**config.mk**
```make
export PLATFORM = sky130hd
export DESIGN_NAME = bch_gfmul_sched_flat
export DESIGN_NICKNAME = d
export VERILOG_FILES = /design/src/rtl/bch_gfmul_sched_if.sv /design/src/rtl/bch_gfmul_sched.sv /design/src/flat_wrapper.sv
export SDC_FILE = /design/constraint.sdc
export NUM_CORES = 1
export LEC_CHECK = 0
export ABC_AREA = 1
export ABC_CLOCK_PERIOD_IN_PS = 2500
export CELL_PAD_IN_SITES_DETAIL_PLACEMENT = 1
export CELL_PAD_IN_SITES_GLOBAL_PLACEMENT = 1
export CORE_UTILIZATION = 25
export DETAILED_ROUTE_END_ITERATION = 12
export PLACE_DENSITY = 0.9
export SLEW_MARGIN = 20
export SYNTH_ARGS = -nofsm -noshare
export SYNTH_HDL_FRONTEND = slang
export SYNTH_SLANG_ARGS = --single-unit
```
**constraint.sdc**
```tcl
create_clock -name I_clk -period 2.5 [get_ports I_clk]
set_input_delay 0.25 -clock I_clk [delete_from_list [all_inputs] [get_ports I_clk]]
set_output_delay 0.25 -clock I_clk [all_outputs]
set_load 0.03 [all_outputs]
```
**src/rtl/bch_gfmul_sched_if.sv**
```systemverilog
// Bus bundle between the BCH decoder clients, the multiplier scheduler and the shared
// bit-serial GF(2^m) multiplier core.
interface bch_gfmul_sched_if #(
  parameter int C_INWIDTH = 31,
  parameter int C_NREQ    = 4
);
  logic [C_NREQ-1:0]           I_Req_v;
  logic [C_NREQ*C_INWIDTH-1:0] I_Req_a;
  logic [C_NREQ*C_INWIDTH-1:0] I_Req_b;
  logic [C_NREQ-1:0]           O_Req_rdy;
  logic [C_NREQ-1:0]           O_Resp_v;
  logic [C_INWIDTH-1:0]        O_Resp_data;
  logic [C_INWIDTH-1:0]        O_Mul_a;
  logic [C_INWIDTH-1:0]        O_Mul_b;
  logic                        O_Mul_v;
  logic [C_INWIDTH-1:0]        I_Mul_prod;
  logic                        O_Busy;

  // Scheduler side.
  modport slave (
    input  I_Req_v, I_Req_a, I_Req_b, I_Mul_prod,
    output O_Req_rdy, O_Resp_v, O_Resp_data, O_Mul_a, O_Mul_b, O_Mul_v, O_Busy
  );

  // Client and multiplier-core side.
  modport master (
    output I_Req_v, I_Req_a, I_Req_b, I_Mul_prod,
    input  O_Req_rdy, O_Resp_v, O_Resp_data, O_Mul_a, O_Mul_b, O_Mul_v, O_Busy
  );
endinterface

```
**src/rtl/bch_gfmul_sched.sv**
```systemverilog
// Round-robin scheduler sharing one bit-serial GF(2^m) multiplier among C_NREQ BCH clients.
// Optional macro BCH_GFMUL_ZERO_BYPASS_EN: zero-operand requests skip the core and answer 0.
module bch_gfmul_sched #(
  parameter int C_INWIDTH = 31,
  parameter int C_NREQ    = 4
) (
  input  logic             I_clk,
  input  logic             I_rst,
  bch_gfmul_sched_if.slave bus
);

  localparam int PW = (C_NREQ > 1) ? $clog2(C_NREQ) : 1;
  localparam int CW = (C_INWIDTH > 1) ? $clog2(C_INWIDTH) : 1;
  localparam logic [CW-1:0] CNT_LAST = CW'(C_INWIDTH - 1);

  typedef enum logic [1:0] {S_IDLE, S_LOAD, S_RUN, S_DONE} state_t;

  state_t               state_q, state_d;
  logic [PW-1:0]        rr_ptr_q, rr_ptr_d;
  logic [CW-1:0]        cnt_q, cnt_d;
  logic [C_NREQ-1:0]    id_q, id_d;
  logic [C_INWIDTH-1:0] op_a_q, op_a_d;
  logic [C_INWIDTH-1:0] op_b_q, op_b_d;
  logic [C_INWIDTH-1:0] resp_q, resp_d;

  logic [C_INWIDTH-1:0] req_a [C_NREQ];
  logic [C_INWIDTH-1:0] req_b [C_NREQ];

  logic                 grant_found;
  logic [PW-1:0]        grant_idx;
  logic [C_NREQ-1:0]    grant_oh;
  logic                 rdy_en;
  logic                 accept;

  function automatic logic [PW-1:0] wrap_inc(input logic [PW-1:0] base, input int offs);
    int sum;
    sum = int'(base) + offs;
    if (sum >= C_NREQ) begin
      sum = sum - C_NREQ;
    end
    return PW'(sum);
  endfunction

  generate
    for (genvar gi = 0; gi < C_NREQ; gi++) begin : g_req
      assign req_a[gi]    = bus.I_Req_a[gi*C_INWIDTH +: C_INWIDTH];
      assign req_b[gi]    = bus.I_Req_b[gi*C_INWIDTH +: C_INWIDTH];
      assign grant_oh[gi] = grant_found && (grant_idx == PW'(gi));
    end
  endgenerate

  // First pending requester at or after rr_ptr, wrapping around.
  always_comb begin
    grant_found = 1'b0;
    grant_idx   = '0;
    for (int k = 0; k < C_NREQ; k++) begin
      if (!grant_found && bus.I_Req_v[wrap_inc(rr_ptr_q, k)]) begin
        grant_found = 1'b1;
        grant_idx   = wrap_inc(rr_ptr_q, k);
      end
    end
  end

  // No grants while reset is held, so nothing is lost to a discarded accept.
  assign rdy_en = (state_q == S_IDLE) && !I_rst;
  assign accept = rdy_en && grant_found;

`ifdef BCH_GFMUL_ZERO_BYPASS_EN
  logic zero_op;
  assign zero_op = (req_a[grant_idx] == '0) || (req_b[grant_idx] == '0);
`endif

  always_comb begin
    state_d  = state_q;
    rr_ptr_d = rr_ptr_q;
    cnt_d    = cnt_q;
    id_d     = id_q;
    op_a_d   = op_a_q;
    op_b_d   = op_b_q;
    resp_d   = resp_q;
    case (state_q)
      S_IDLE: begin
        if (accept) begin
          op_a_d   = req_a[grant_idx];
          op_b_d   = req_b[grant_idx];
          id_d     = grant_oh;
          rr_ptr_d = wrap_inc(grant_idx, 1);
`ifdef BCH_GFMUL_ZERO_BYPASS_EN
          if (zero_op) begin
            resp_d  = '0;
            state_d = S_DONE;
          end else begin
            state_d = S_LOAD;
          end
`else
          state_d  = S_LOAD;
`endif
        end
      end
      S_LOAD: begin
        cnt_d   = '0;
        state_d = S_RUN;
      end
      S_RUN: begin
        if (cnt_q == CNT_LAST) begin
          resp_d  = bus.I_Mul_prod;
          state_d = S_DONE;
        end else begin
          cnt_d = cnt_q + 1'b1;
        end
      end
      S_DONE: begin
        state_d = S_IDLE;
      end
      default: begin
        state_d = S_IDLE;
      end
    endcase
  end

  always_ff @(posedge I_clk) begin
    if (I_rst) begin
      state_q  <= S_IDLE;
      rr_ptr_q <= '0;
      cnt_q    <= '0;
      id_q     <= '0;
      op_a_q   <= '0;
      op_b_q   <= '0;
      resp_q   <= '0;
    end else begin
      state_q  <= state_d;
      rr_ptr_q <= rr_ptr_d;
      cnt_q    <= cnt_d;
      id_q     <= id_d;
      op_a_q   <= op_a_d;
      op_b_q   <= op_b_d;
      resp_q   <= resp_d;
    end
  end

  // Core operands stay on the latched values for the whole operation.
  assign bus.O_Req_rdy   = rdy_en ? grant_oh : '0;
  assign bus.O_Mul_v     = (state_q == S_LOAD);
  assign bus.O_Mul_a     = op_a_q;
  assign bus.O_Mul_b     = op_b_q;
  assign bus.O_Resp_v    = (state_q == S_DONE) ? id_q : '0;
  assign bus.O_Resp_data = (state_q == S_DONE) ? resp_q : '0;
  assign bus.O_Busy      = (state_q != S_IDLE);

endmodule

```
**src/flat_wrapper.sv**
```systemverilog
// flat-port wrapper written by rule: the top's interface ports become plain ports
module bch_gfmul_sched_flat 
#(
  parameter int C_INWIDTH = 31,
  parameter int C_NREQ    = 4
)
  (I_clk, I_rst, bus_I_Req_v, bus_I_Req_a, bus_I_Req_b, bus_I_Mul_prod, bus_O_Req_rdy, bus_O_Resp_v, bus_O_Resp_data, bus_O_Mul_a, bus_O_Mul_b, bus_O_Mul_v, bus_O_Busy);
  bch_gfmul_sched_if #(.C_INWIDTH(C_INWIDTH), .C_NREQ(C_NREQ)) bus_i ();
  input  logic I_clk;
  input  logic I_rst;
  input wire logic [$bits(bus_i.I_Req_v)-1:0] bus_I_Req_v;
  input wire logic [$bits(bus_i.I_Req_a)-1:0] bus_I_Req_a;
  input wire logic [$bits(bus_i.I_Req_b)-1:0] bus_I_Req_b;
  input wire logic [$bits(bus_i.I_Mul_prod)-1:0] bus_I_Mul_prod;
  output wire logic [$bits(bus_i.O_Req_rdy)-1:0] bus_O_Req_rdy;
  output wire logic [$bits(bus_i.O_Resp_v)-1:0] bus_O_Resp_v;
  output wire logic [$bits(bus_i.O_Resp_data)-1:0] bus_O_Resp_data;
  output wire logic [$bits(bus_i.O_Mul_a)-1:0] bus_O_Mul_a;
  output wire logic [$bits(bus_i.O_Mul_b)-1:0] bus_O_Mul_b;
  output wire logic [$bits(bus_i.O_Mul_v)-1:0] bus_O_Mul_v;
  output wire logic [$bits(bus_i.O_Busy)-1:0] bus_O_Busy;
  assign bus_i.I_Req_v = bus_I_Req_v;
  assign bus_i.I_Req_a = bus_I_Req_a;
  assign bus_i.I_Req_b = bus_I_Req_b;
  assign bus_i.I_Mul_prod = bus_I_Mul_prod;
  assign bus_O_Req_rdy = bus_i.O_Req_rdy;
  assign bus_O_Resp_v = bus_i.O_Resp_v;
  assign bus_O_Resp_data = bus_i.O_Resp_data;
  assign bus_O_Mul_a = bus_i.O_Mul_a;
  assign bus_O_Mul_b = bus_i.O_Mul_b;
  assign bus_O_Mul_v = bus_i.O_Mul_v;
  assign bus_O_Busy = bus_i.O_Busy;
  bch_gfmul_sched #(.C_INWIDTH(C_INWIDTH), .C_NREQ(C_NREQ)) u_core (.I_clk(I_clk), .I_rst(I_rst), .bus(bus_i));
endmodule
```
; ---- Yosys cells after proc, flatten, opt, wreduce, memory -nomap -nowiden
; Index checks and enable logic that the tools add are counted.
[totals]
reg_bits = 106
inputBits = 285
wordCells = 94
output_inout_bits = 103
[classes]
n_mux = 35
n_reduce_logical = 21
n_bitwise = 1
add_sub_neg = 10
n_lt_le_gt_ge = 10
eq_ne = 10
[op_table]
columns = cell, n
row1 = 2-to-1 mux 31 bit, 5
row2 = binary-select mux 31 bit (select 2 bit), 2
row3 = 2-to-1 mux 2 bit, 11
row4 = >= comparator 3 bit (second input constant), 5
row5 = < comparator 2 x 3 -> 1 bit (second input constant), 4
row6 = case mux 5 bit (2 select lines), 1
row7 = subtractor 2 x 1 -> 2 bit (second input constant), 5
row8 = logical AND 1 bit, 9
row9 = binary-select mux 1 bit (select 2 bit), 4
row10 = equality test 2 bit (second input constant), 4
row11 = 2-to-1 mux 1 bit, 8
row12 = 2-to-1 mux 4 bit, 2
row13 = case mux 2 bit (4 select lines), 1
row14 = AND reduction 2 bit, 4
row15 = adder 2 x 1 -> 3 bit (second input constant), 2
row16 = adder 2 x 2 -> 3 bit (second input constant), 2
row17 = adder 5 x 1 -> 5 bit (second input constant), 1
row18 = equality test 5 bit (second input constant), 1
row19 = 2-to-1 mux 5 bit, 1
row20 = equality test 2 x 1 -> 1 bit (second input constant), 2
row21 = zero test 1 bit, 4
row22 = zero test 2 bit, 2
row23 = inequality test 2 x 1 -> 1 bit (second input constant), 2
row24 = nonzero test 2 bit, 2
row25 = 3 further kinds, 3

; ---- Logic depth before layout (Yosys ltp)
[depth]
word_depth = 18
ltp_mapped = 17
mapped_depth_nobuf = 15

; ---- Least setup slack after synthesis
; No wires, ideal clock.
[synth_timing]
path_kind = reg-to-output
from = register u_core.rr_ptr_q[0]
to = output port bus_O_Req_rdy[3]
required_ns = 2.250
stages_incl_launch_ff = 14
path_buffers = 3
arrival_ns = 1.895
path_slack_ns = 0.355
path_cell_list = dfxtp_1 buf_4 nand2_1 nand3_1 nand2_2 inv_2 nand2_1 nand2_2 nand3_2 buf_4 buf_4 inv_2 nand2_1 nor2_1
[synth_via]
elab_chain_cells = 17
[synth_rtl]
columns = item, line
row1 = "start, declared", bch_gfmul_sched.sv:19  ; logic [PW-1:0] rr_ptr_q, rr_ptr_d;
row2 = "start signal, assigned", bch_gfmul_sched.sv:132  ; rr_ptr_q <= rr_ptr_d;
row3 = "parallel branches: the longest is 15 deep, another holds adder 2 x 1 -> 3 bit", --
row4 = logical AND 1 bit *, bch_gfmul_sched.sv:48  ; assign grant_oh[gi] = grant_found && (grant_idx == PW'(gi));
row5 = 2-to-1 mux 4 bit *, bch_gfmul_sched.sv:142  ; assign bus.O_Req_rdy = rdy_en ? grant_oh : '0;
row6 = "end, declared", flat_wrapper.sv:15  ; output wire logic [$bits(bus_i.O_Req_rdy)-1:0] bus_O_Req_rdy;
; Mark *: on every way between the ends. The select of a mux whose other input is x is not followed.

; ---- Worst setup path in the final report
[layout_timing]
from = register u_core.state_q[0]
to = output port bus_O_Resp_data[20]
[layout_via]
elab_chain_cells = 2
[layout_rtl]
columns = item, line
row1 = "start, declared", bch_gfmul_sched.sv:18  ; state_t state_q, state_d;
row2 = "start signal, assigned", bch_gfmul_sched.sv:131  ; state_q <= state_d;
row3 = equality test 2 bit, bch_gfmul_sched.sv:147  ; assign bus.O_Resp_data = (state_q == S_DONE) ? resp_q : '0;
row4 = 2-to-1 mux 31 bit, bch_gfmul_sched.sv:147
row5 = "end, declared", flat_wrapper.sv:17  ; output wire logic [$bits(bus_i.O_Resp_data)-1:0] bus_O_Resp_data;
; Every way passes these cells.

==> metrics.yaml <==
setup_path:
  arrival_ns: 2.13
  rrSetupSlack_ns: 0.18
  crit_required_ns: 2.25
  path_cells: "ha_1 -> buf_6 -> nand2_1 -> inv_1 -> clkdlybuf4s50_1"
  crit_fanout: 35
  slowest_delay_ns: 0.66
  end_kind: "output pin"
  worstSetupPathType: "reg -> out"
  cp-start-kind: "flip-flop"
  cp_slowest_cell: "clkdlybuf4s50_1"
synth:
  netlist.area_leader.share_pct: 37.8
  yosysWarnings: 0
  yosysTopAreaCell: "nand2_1"
  syn_avg_cell_area_sq_um: 5.64
  ys_seq_elements: 106
  yosys_most_used_dff: "dfxtp_1"
  yosysSeqAreaShare_pct: 30.1
  ys_types: 28
  synthTopCellsByArea: "nand2_1 (38%), dfxtp_1 (30%), nand4_1 (11%)"
  syn-cell-area_sq_um: 7040
  yosys.cell_count.top_type: "nand2_1"
  syn_nets: 1540
  synth_edf_count: 0
  netlist_instances: 1248
  async_flop_share_pct: 0
  synth_commonest_cells: "nand2_1 (710), nand4_1 (124), dfxtp_1 (106)"
finish:
  area_growth_pct: 68.4
  final_util_pct: 42.7
  drive_gt1_share_pct: 6.04
  multi_input_area_sq_um: 4280
  seq_area_sq_um: 2130
  nets: 1892
  fillers: 3623
sta:
  max_clock_freq_ghz: 0.420
  skew_ns: 0.0169
  layout_min_cycle_time_ns: 2.38
  max_slew_margin_pct: 47.8
  period_share_pct: 95.3
  setup_viol: 0
  final_max_slew_viol_count: 0
  tightest_slew_ns: 0.782
  hold_viol: 0
placed_design:
  hpwl_mm: 26.2
  globalplace.congestion: 0.849
  io_buffer_count: 387
route:
  ant_nets: 0
  wl_per_cell_microns: 17.4
  initialDrtViolationCount: 475
  drt-total-wl_mm: 34.5
  drc: 0
  drt_first_pass_iters: 4
  vias: 9476
  routed_via_density: 4.78
floorplanning:
  die_y_microns: 170
  start_util_pct: 25.4
  coreArea_sq_um: 27800
  num_rows: 61
  ios: 388
  dieArea_sq_um: 28800
  die_w_microns: 170
power:
  design_power_total_w: 0.0140
  ir_drop_mv: 0.865
  p_per_area_nw_per_um2: 1180
  p_leak_nw: 5.89
clock_tree:
  clk_path_buf_depth: 2
  htree_levels: 3
  clkTransAtPathRegs_ns: 0.08
  cts_sinks: 106
  cts_tree: "built"
  cts_root_buf: "clkbuf_16"
  clock_latency_ns: 0.36
  postCtsHoldBufs: 0
  cts-buffers-inserted: 9
global_routing:
  grt_usage_pct: 22.9
  first_global_vias: 9869
  grt_pass1_wl_mm: 51.9
  overflow: 0
  antenna_found_initial: 1
  grt_max_degree: 66
min_path:
  min_path_type: "reg -> reg"
flow_run:
  maxCapViolations: 0
outcome:
  outcome: "finished, final reports clean"
repair_timing:
item                                    in CTS  in global routing
cloned                                       0                  1
gates resized for setup                      7                 14
pin swaps                                    0                  5
setup buffers                                1                  8
endpoints found under the setup margin       5                  4
per-stage QoR:
step / cells / hold WS (ns) / area [sq um] / TNS, ns / worst slack [ns]
floorplan: 1248 / 0.319 / 7040 / 0 / 0.355
global placement: 1957 / 0.437 / 11400 / 0 / 0.114
detailed placement: 1957 / 0.443 / 11400 / 0 / 0.0341
CTS: 1974 / 0.459 / 11700 / 0 / 0.0177
global route: 1984 / 0.470 / 11900 / -0.106 / -0.0320
finish: 1984 / 0.455 / 11900 / 0 / 0.117
kinds of logic after synthesis:
group / count (synthesis) / share of synthesized area (%)
flip-flops: 106 / 30.1
XOR/XNOR: 1 / 0.124
adder cells (fa/ha/maj): 7 / 1.24
buffers and inverters: 156 / 10.1
AND/OR/NAND/NOR: 931 / 55.1
AO/OA/AOI/OAI: 47 / 3.36
placed cells by master, fill, tap and decap left out, types with 2 or more instances in the layout:
cell,count
inv_8,3
nor2_1,73
clkinv_4,2
clkbuf_16,10
nand2_2,5
nand2_4,3
nor2_4,2
buf_4,32
ha_1,7
inv_1,54
nand3_4,3
nand2_1,706
o21ai_1,4
nand3_2,4
inv_4,3
buf_12,15
dfxtp_1,104
nand4_1,124
buf_6,3
a21oi_1,6
o21ai_0,36
inv_2,5
nand3_1,6
clkdlybuf4s50_1,383
worst max-delay path, delay by kind of cell, from the launching register on:
| kind | cells | cell delay, ns |
|---|---|---|
| flops | 1 | 0.40 |
| buf+inv | 3 | 1.02 |
| fa+ha+maj | 1 | 0.19 |
| simple gates | 1 | 0.17 |
state kept, by name (all words and copies together) (netlist names):
name                flops
u_core.bus.O_Mul_a     31
u_core.state_q          2
u_core.rr_ptr_q         2
u_core.resp_q          31
u_core.bus.O_Mul_b     31
u_core.cnt_q            5
u_core.id_q             4
layer usage:
metal / global-route usage (%) / up-vias / share of wire [%]
met5: 0 / - / 0
li1: - / 4632 / -
met1: 24.8 / 4448 / 38
met4: 9.05 / 0 / 3.5
met2: 41.7 / 330 / 49
met3: 6.44 / 66 / 8.6
power breakdown:
part           internal [W]  leakage (nW)  switching (W)
clock network      0.000731         0.145       0.000750
registers           0.00205         0.867       0.000234
logic               0.00370          4.88        0.00652
layout make-up:
class / count / area share, %
clock buffers: 10 / 2.02
well taps: 378 / 3.99
flip-flops and latches: 106 / 17.9
clock inverters: 6 / 0.496
repair buffers: 434 / 37.4
diodes: 1 / 0.0211
inverters: 63 / 2.06
multi-input cells: 986 / 36.1
path summary, 6_finish.rpt:
path                            cells past startpoint                            endpoint                                from
worst max register to register                     14  u_core.bus.O_Mul_a[6]$_SDFFE_PP0P_     u_core.rr_ptr_q[0]$_SDFFE_PP0P_
worst max-delay path                                5                 bus_O_Resp_data[20]      u_core.state_q[0]$_SDFFE_PP0P_
worst min-delay path                                2  u_core.bus.O_Mul_a[0]$_SDFFE_PP0P_  u_core.bus.O_Mul_a[0]$_SDFFE_PP0P_
worst min register to register                      2  u_core.bus.O_Mul_a[0]$_SDFFE_PP0P_  u_core.bus.O_Mul_a[0]$_SDFFE_PP0P_
Note: power is estimated with default switching activity, not from simulation.
